===== src/rtl/decoder_scan_n.sv =====
// ============================================================================
// Module   : decoder_scan_n
// Brief    : Registered N-to-2^N one-hot decoder with DIRECT and SCAN modes.
//            Optional macro DECODER_ACTIVE_LOW_EN inverts Out (one-cold).
// Revision : 1.0 - initial release
// ============================================================================
`default_nettype none

module decoder_scan_n #(
    parameter int N_IN  = 3,
    parameter int OUT_W = (1 << N_IN),
    parameter int DWELL = 4
) (
    input  logic             clk,
    input  logic             rst_n,
    input  logic             E,
    input  logic             mode,
    input  logic [N_IN-1:0]  In,
    output logic [OUT_W-1:0] Out,
    output logic [N_IN-1:0]  idx,
    output logic             wrap
);

    localparam int CNT_W = $clog2(DWELL + 1);

`ifdef DECODER_ACTIVE_LOW_EN
    localparam logic [OUT_W-1:0] c_OUT_IDLE = {OUT_W{1'b1}};
`else
    localparam logic [OUT_W-1:0] c_OUT_IDLE = {OUT_W{1'b0}};
`endif

    localparam logic [OUT_W-1:0] c_ONE      = OUT_W'(1);
    localparam logic [CNT_W-1:0] c_CNT_LAST = CNT_W'(DWELL - 1);

    typedef enum logic [1:0] {
        S_IDLE   = 2'd0,
        S_DIRECT = 2'd1,
        S_SCAN   = 2'd2
    } state_t;

    state_t            r_state;
    state_t            w_state_nxt;
    logic [CNT_W-1:0]  r_cnt;
    logic [CNT_W-1:0]  w_cnt_nxt;
    logic [N_IN-1:0]   r_idx;
    logic [N_IN-1:0]   w_idx_nxt;
    logic [OUT_W-1:0]  r_out;
    logic [OUT_W-1:0]  w_out_nxt;
    logic              r_wrap;
    logic              w_wrap_nxt;

    always_ff @(posedge clk or negedge rst_n) begin
        if (!rst_n) begin
            r_state <= S_IDLE;
            r_cnt   <= '0;
            r_idx   <= '0;
            r_out   <= c_OUT_IDLE;
            r_wrap  <= 1'b0;
        end else begin
            r_state <= w_state_nxt;
            r_cnt   <= w_cnt_nxt;
            r_idx   <= w_idx_nxt;
            r_out   <= w_out_nxt;
            r_wrap  <= w_wrap_nxt;
        end
    end

    // Out is always rebuilt from the next idx, so it can never be multi-hot.
    // XOR with the idle pattern gives the optional one-cold polarity for free.
    always_comb begin
        w_state_nxt = S_IDLE;
        w_cnt_nxt   = '0;
        w_idx_nxt   = r_idx;
        w_wrap_nxt  = 1'b0;
        w_out_nxt   = c_OUT_IDLE;

        if (!E) begin
            w_state_nxt = S_IDLE;
        end else if (!mode) begin
            w_state_nxt = S_DIRECT;
            w_idx_nxt   = In;
            w_out_nxt   = (c_ONE << In) ^ c_OUT_IDLE;
        end else begin
            w_state_nxt = S_SCAN;
            if (r_state != S_SCAN) begin
                w_idx_nxt = In;
            end else if (r_cnt == c_CNT_LAST) begin
                w_idx_nxt  = r_idx + N_IN'(1);
                w_wrap_nxt = &r_idx;
            end else begin
                w_cnt_nxt = r_cnt + CNT_W'(1);
            end
            w_out_nxt = (c_ONE << w_idx_nxt) ^ c_OUT_IDLE;
        end
    end

    assign Out  = r_out;
    assign idx  = r_idx;
    assign wrap = r_wrap;

endmodule

`default_nettype wire


===== config.mk =====
export PLATFORM = sky130hd
export DESIGN_NAME = decoder_scan_n
export DESIGN_NICKNAME = d
export VERILOG_FILES = /design/src/rtl/decoder_scan_n.sv
export SDC_FILE = /design/constraint.sdc
export NUM_CORES = 1
export LEC_CHECK = 0
export CAP_MARGIN = 25
export CORE_MARGIN = 2
export CORE_UTILIZATION = 48
export DETAILED_ROUTE_END_ITERATION = 6
export PLACE_DENSITY = 0.81
export SETUP_SLACK_MARGIN = 0.4
export SLEW_MARGIN = 20
export SYNTH_ARGS = -nofsm -noshare
export SYNTH_HDL_FRONTEND = slang
export SYNTH_SLANG_ARGS = --single-unit

===== constraint.sdc =====
create_clock -name clk -period 3 [get_ports clk]
set_clock_uncertainty 0.15 [all_clocks]
set_input_delay 0.6 -clock clk [delete_from_list [all_inputs] [get_ports clk]]
set_output_delay 0.6 -clock clk [all_outputs]
set_load 0.01 [all_outputs]

# --- Yosys cells after proc, flatten, opt, wreduce, memory -nomap -nowiden ---
# Index checks and enable logic that the tools add are counted.
classes:
  n_eq_ne: 2
  shift: 2
  n_mux: 17
  addsub: 2
  reduce_logical: 1
op_table:
  columns: ["op", "count"]
  rows:
  - ["3-bit two-way mux", 9]
  - ["8-bit two-way mux", 2]
  - ["1-bit by 3-bit left shift with 8-bit output, first input constant", 2]
  - ["3-bit by 1-bit adder with 3-bit output, second input constant", 2]
  - ["1-bit two-way mux", 4]
  - ["2-bit two-way mux", 2]
  - ["3-bit by 2-bit equality test with 1-bit output, second input constant", 1]
  - ["3-bit AND reduction", 1]
  - ["2-bit inequality test, second input constant", 1]
totals:
  reg_bits: 17

# --- Logic depth before layout (Yosys ltp) ---
logic_depth:
  ltp_word: 8
  depth_mapped: 6
  ltp_nobuf: 5

# --- Worst setup path before layout ---
# OpenSTA, ideal clock, no wires.
synth_path:
  path_type: "reg-to-reg"
  startpoint: "register r_idx[0], in the netlist idx[0]"
  endpoint: "register r_idx[2], in the netlist idx[2]"
  period_less_slack_ps: 1861
  n_path_buf: 0
  required_time_ps: 2731
  path_stages_with_launch: 6
  slack_ps: 1139
  arrival_time_ps: 1592
  path_cell_list: "dfrtp_1 ha_1 ha_1 mux2_4 a211o_1 o21a_1"
synth_between:
  elab_chain_len: 6
synth_rtl:
  columns: ["element", "line", "text"]
  rows:
  - ["start, declared", "45", "logic [N_IN-1:0] r_idx;"]
  - ["start signal, assigned", "62", "r_idx <= w_idx_nxt;"]
  - ["3-bit by 1-bit adder with 3-bit output", "88", "w_idx_nxt = r_idx + N_IN'(1);"]
  - ["3-bit two-way mux", "87", "end else if (r_cnt == c_CNT_LAST) begin"]
  - ["3-bit two-way mux", "85", "if (r_state != S_SCAN) begin"]
  - ["3-bit two-way mux", "79", "end else if (!mode) begin"]
  - ["3-bit two-way mux", "77", "if (!E) begin"]
  - ["3-bit two-way mux", "79", null]
# Every way passes these cells. The select of a mux whose other input is x is not followed.
# A chain may end at the register's enable or synchronous reset.

# --- Final worst setup path ---
layout_path:
  startpoint: "input mode"
  endpoint: "register r_out[2], in the netlist Out[2]"
layout_between:
  elab_chain_len: 2
layout_rtl:
  columns: ["element", "line", "text"]
  rows:
  - ["start, declared", "17", "input logic mode,"]
  - ["8-bit two-way mux", "79", null]
  - ["8-bit two-way mux", "77", null]
  - ["via w_out_nxt[2]", "48", "logic [OUT_W-1:0] w_out_nxt;"]
  - ["end signal, assigned", "57", "r_out <= c_OUT_IDLE;"]
  - ["end signal, assigned", "63", "r_out <= w_out_nxt;"]
  - ["end, declared", "47", "logic [OUT_W-1:0] r_out;"]
# The timed path passes the listed nets, and every way through them passes these cells.

==> metrics.csv <==
metric;value;unit
grt_max_degree;18;
cts_tree;done;
cts_setup_buffers;0;
cts_resized;0;
postSynthAreaPerCell;12.4;um2
synth-edff-count;0;
fin_cells;93;
critPathKind;in2reg;
async_reset_ff_frac;1.00;
drc;0;
synthesis.nets;67;
drtIter0Drc;5;
grt_first_pass_wirelength;2.19;mm
dieArea;1800;um2
grt_usage;0.170;
dp_hpwl;953;um
final_cell_mix;clkdlybuf4s50_1, dfrtp_1, nor3_1;
cp_cell_sequence;clkdlybuf4s50_1 > nand3b_1 > and2_1 > a211o_1 > nor3_1;
cap_violations;0;
ioPinCount;19;
ys_top_cells_by_area;dfrtp_1, nor3_1, ha_1;
setup_viol;0;
cp-end-kind;register;
ant_nets;0;
ff2ff_path_depth;5;
die_w;42.4;um
synthToLayoutAreaGrowth;30.2;%
num_vias;495;
overflow;0;
cts_sinks;17;
die_height;42.4;um
initial_core_util;0.532;
rsz0062_at_grt;false;
cts_max_level;1;
cts_hold_buf;0;
rrSetupSlack;1.08;ns
wl_per_cell;13.7;um
fill_cells;112;
start_kind;input pin;
layout.cells.most_common;clkdlybuf4s50_1;
antenna_cells;0;
finalMaxSlewViolations;0;
yosysWarnings;0;
layout_worst_path_cycle_share;0.675;
antenna_found_initial;0;
fp.coreArea;1330;um2
multi_input_area;265;um2
worstPathMaxFanout;10;
cp-startpoint;mode;
clockBufferDepth;2;
path_clk_slew;0.09;ns
fmax;494;MHz
synth_ff_type;dfrtp_1;
via_per_inst;5.32;
power;435;uW
crit_slowest_cell;clkdlybuf4s50_1;
grt_pass1_vias;494;
synth_cell_type_count;20;
insertion_delay;0.29;ns
p_leak;0.415;nW
yosys.area.top_type;dfrtp_1;
drtPass1Iterations;4;
crit_path_end;Out[2];
hold_viol;0;
cp_data_required_time;3.06;ns
ys_seq_area_frac;0.600;
r2r_end;Out[2];
syn_area;709;um2
rr_startpoint;idx[0];
dpl.cell_count;89;
ys_ff_latch;17;
ff_latch_area;425;um2
status;finished, final reports clean;
drt-total-wl;1.27;mm
holdWs;0.293;ns
cts_made_buffers;3;
fin_setup_tns;0;ns
hold_class;reg2reg;
nets;89;
vdd_drop_max;0.000294;V
rows;13;
cp.arrival;2.08;ns
drive_gt1_frac;0.0897;
clockRootBuffer;clkbuf_4;
synth_top_area_share;0.600;
synth_cells;57;
tightest_slew;0.722;ns
io_buffers;18;
powerDensity;471;nW/um2
globalplace.congestion;0.756;
slew_headroom;0.517;
slowest_delay;0.49;ns
min_period;2.03;ns
cell usage after synthesis (2+ instances only):
master   number
nor2_1        2
mux2_2        2
o21a_1        3
nor3_1        9
nor3b_1       2
nand2_1       4
ha_1          3
inv_1         2
dfrtp_1      17
and2_1        2
o21ai_1       2
flip-flops by register name, summed over array words and instances, names as in the netlist:
register,count
r_state,2
r_cnt,3
wrap,1
idx,3
Out,8
final cells by class:
| type | instances | share of cell area |
|---|---|---|
| repair buffers | 18 | 0.195 |
| clock buffers | 4 | 0.0285 |
| multi-input cells | 37 | 0.287 |
| inverters | 2 | 0.00813 |
| flip-flops and latches | 17 | 0.461 |
| well taps | 15 | 0.0203 |
logic make-up (layout without fill, tap and decap cells):
kind of cell             Yosys count  in the layout  synth area share
flip-flops                        17             17             0.600
buffers and inverters              3             24            0.0265
AND/OR/NAND/NOR                   22             22             0.173
multiplexers                       4              4            0.0670
AO/OA/AOI/OAI                      7              7            0.0688
XOR/XNOR                           1              1            0.0123
adder cells (fa/ha/maj)            3              3            0.0529
report_power, final:
group	switching, mW	leakage [nW]	internal (mW)
Combinational	0.0336	0.175	0.0376
Sequential	0.00713	0.226	0.239
Clock	0.0657	0.0150	0.0517
Total	0.106	0.415	0.328
routing by layer:
layer / vias to the layer above / GRT usage / part of all wire
li1: 237 / - / -
met1: 231 / 0.213 / 0.45
met2: 20 / 0.265 / 0.47
met3: 7 / 0.0431 / 0.049
met4: 0 / 0.0938 / 0.030
met5: - / 0 / 0
worst max-delay path: cells and delay by family:
kind	cells	cell delay, ns
buf+inv	1	0.49
simple gates	3	0.66
compound gates	1	0.32
worst min path at each step:
stage,start,end,slack [ns],depth (start not counted)
global placement,r_cnt[0],r_cnt[0],0.28,1
finish,r_cnt[0],r_cnt[0],0.29,1
CTS,r_cnt[0],r_cnt[0],0.30,1
global route,r_cnt[0],r_cnt[0],0.33,1
detailed placement,r_cnt[0],r_cnt[0],0.29,1
floorplan,rst_n,Out[0],0.15,0
through the flow:
stage	setup WS, ns	instance area (um2)	utilization
floorplan	1.14	709	-
global placement	0.699	897	0.673
detailed placement	0.677	897	0.673
CTS	0.965	923	0.692
global route	0.872	923	0.692
finish	0.974	923	0.692
Power figures use the tool's default switching activity.
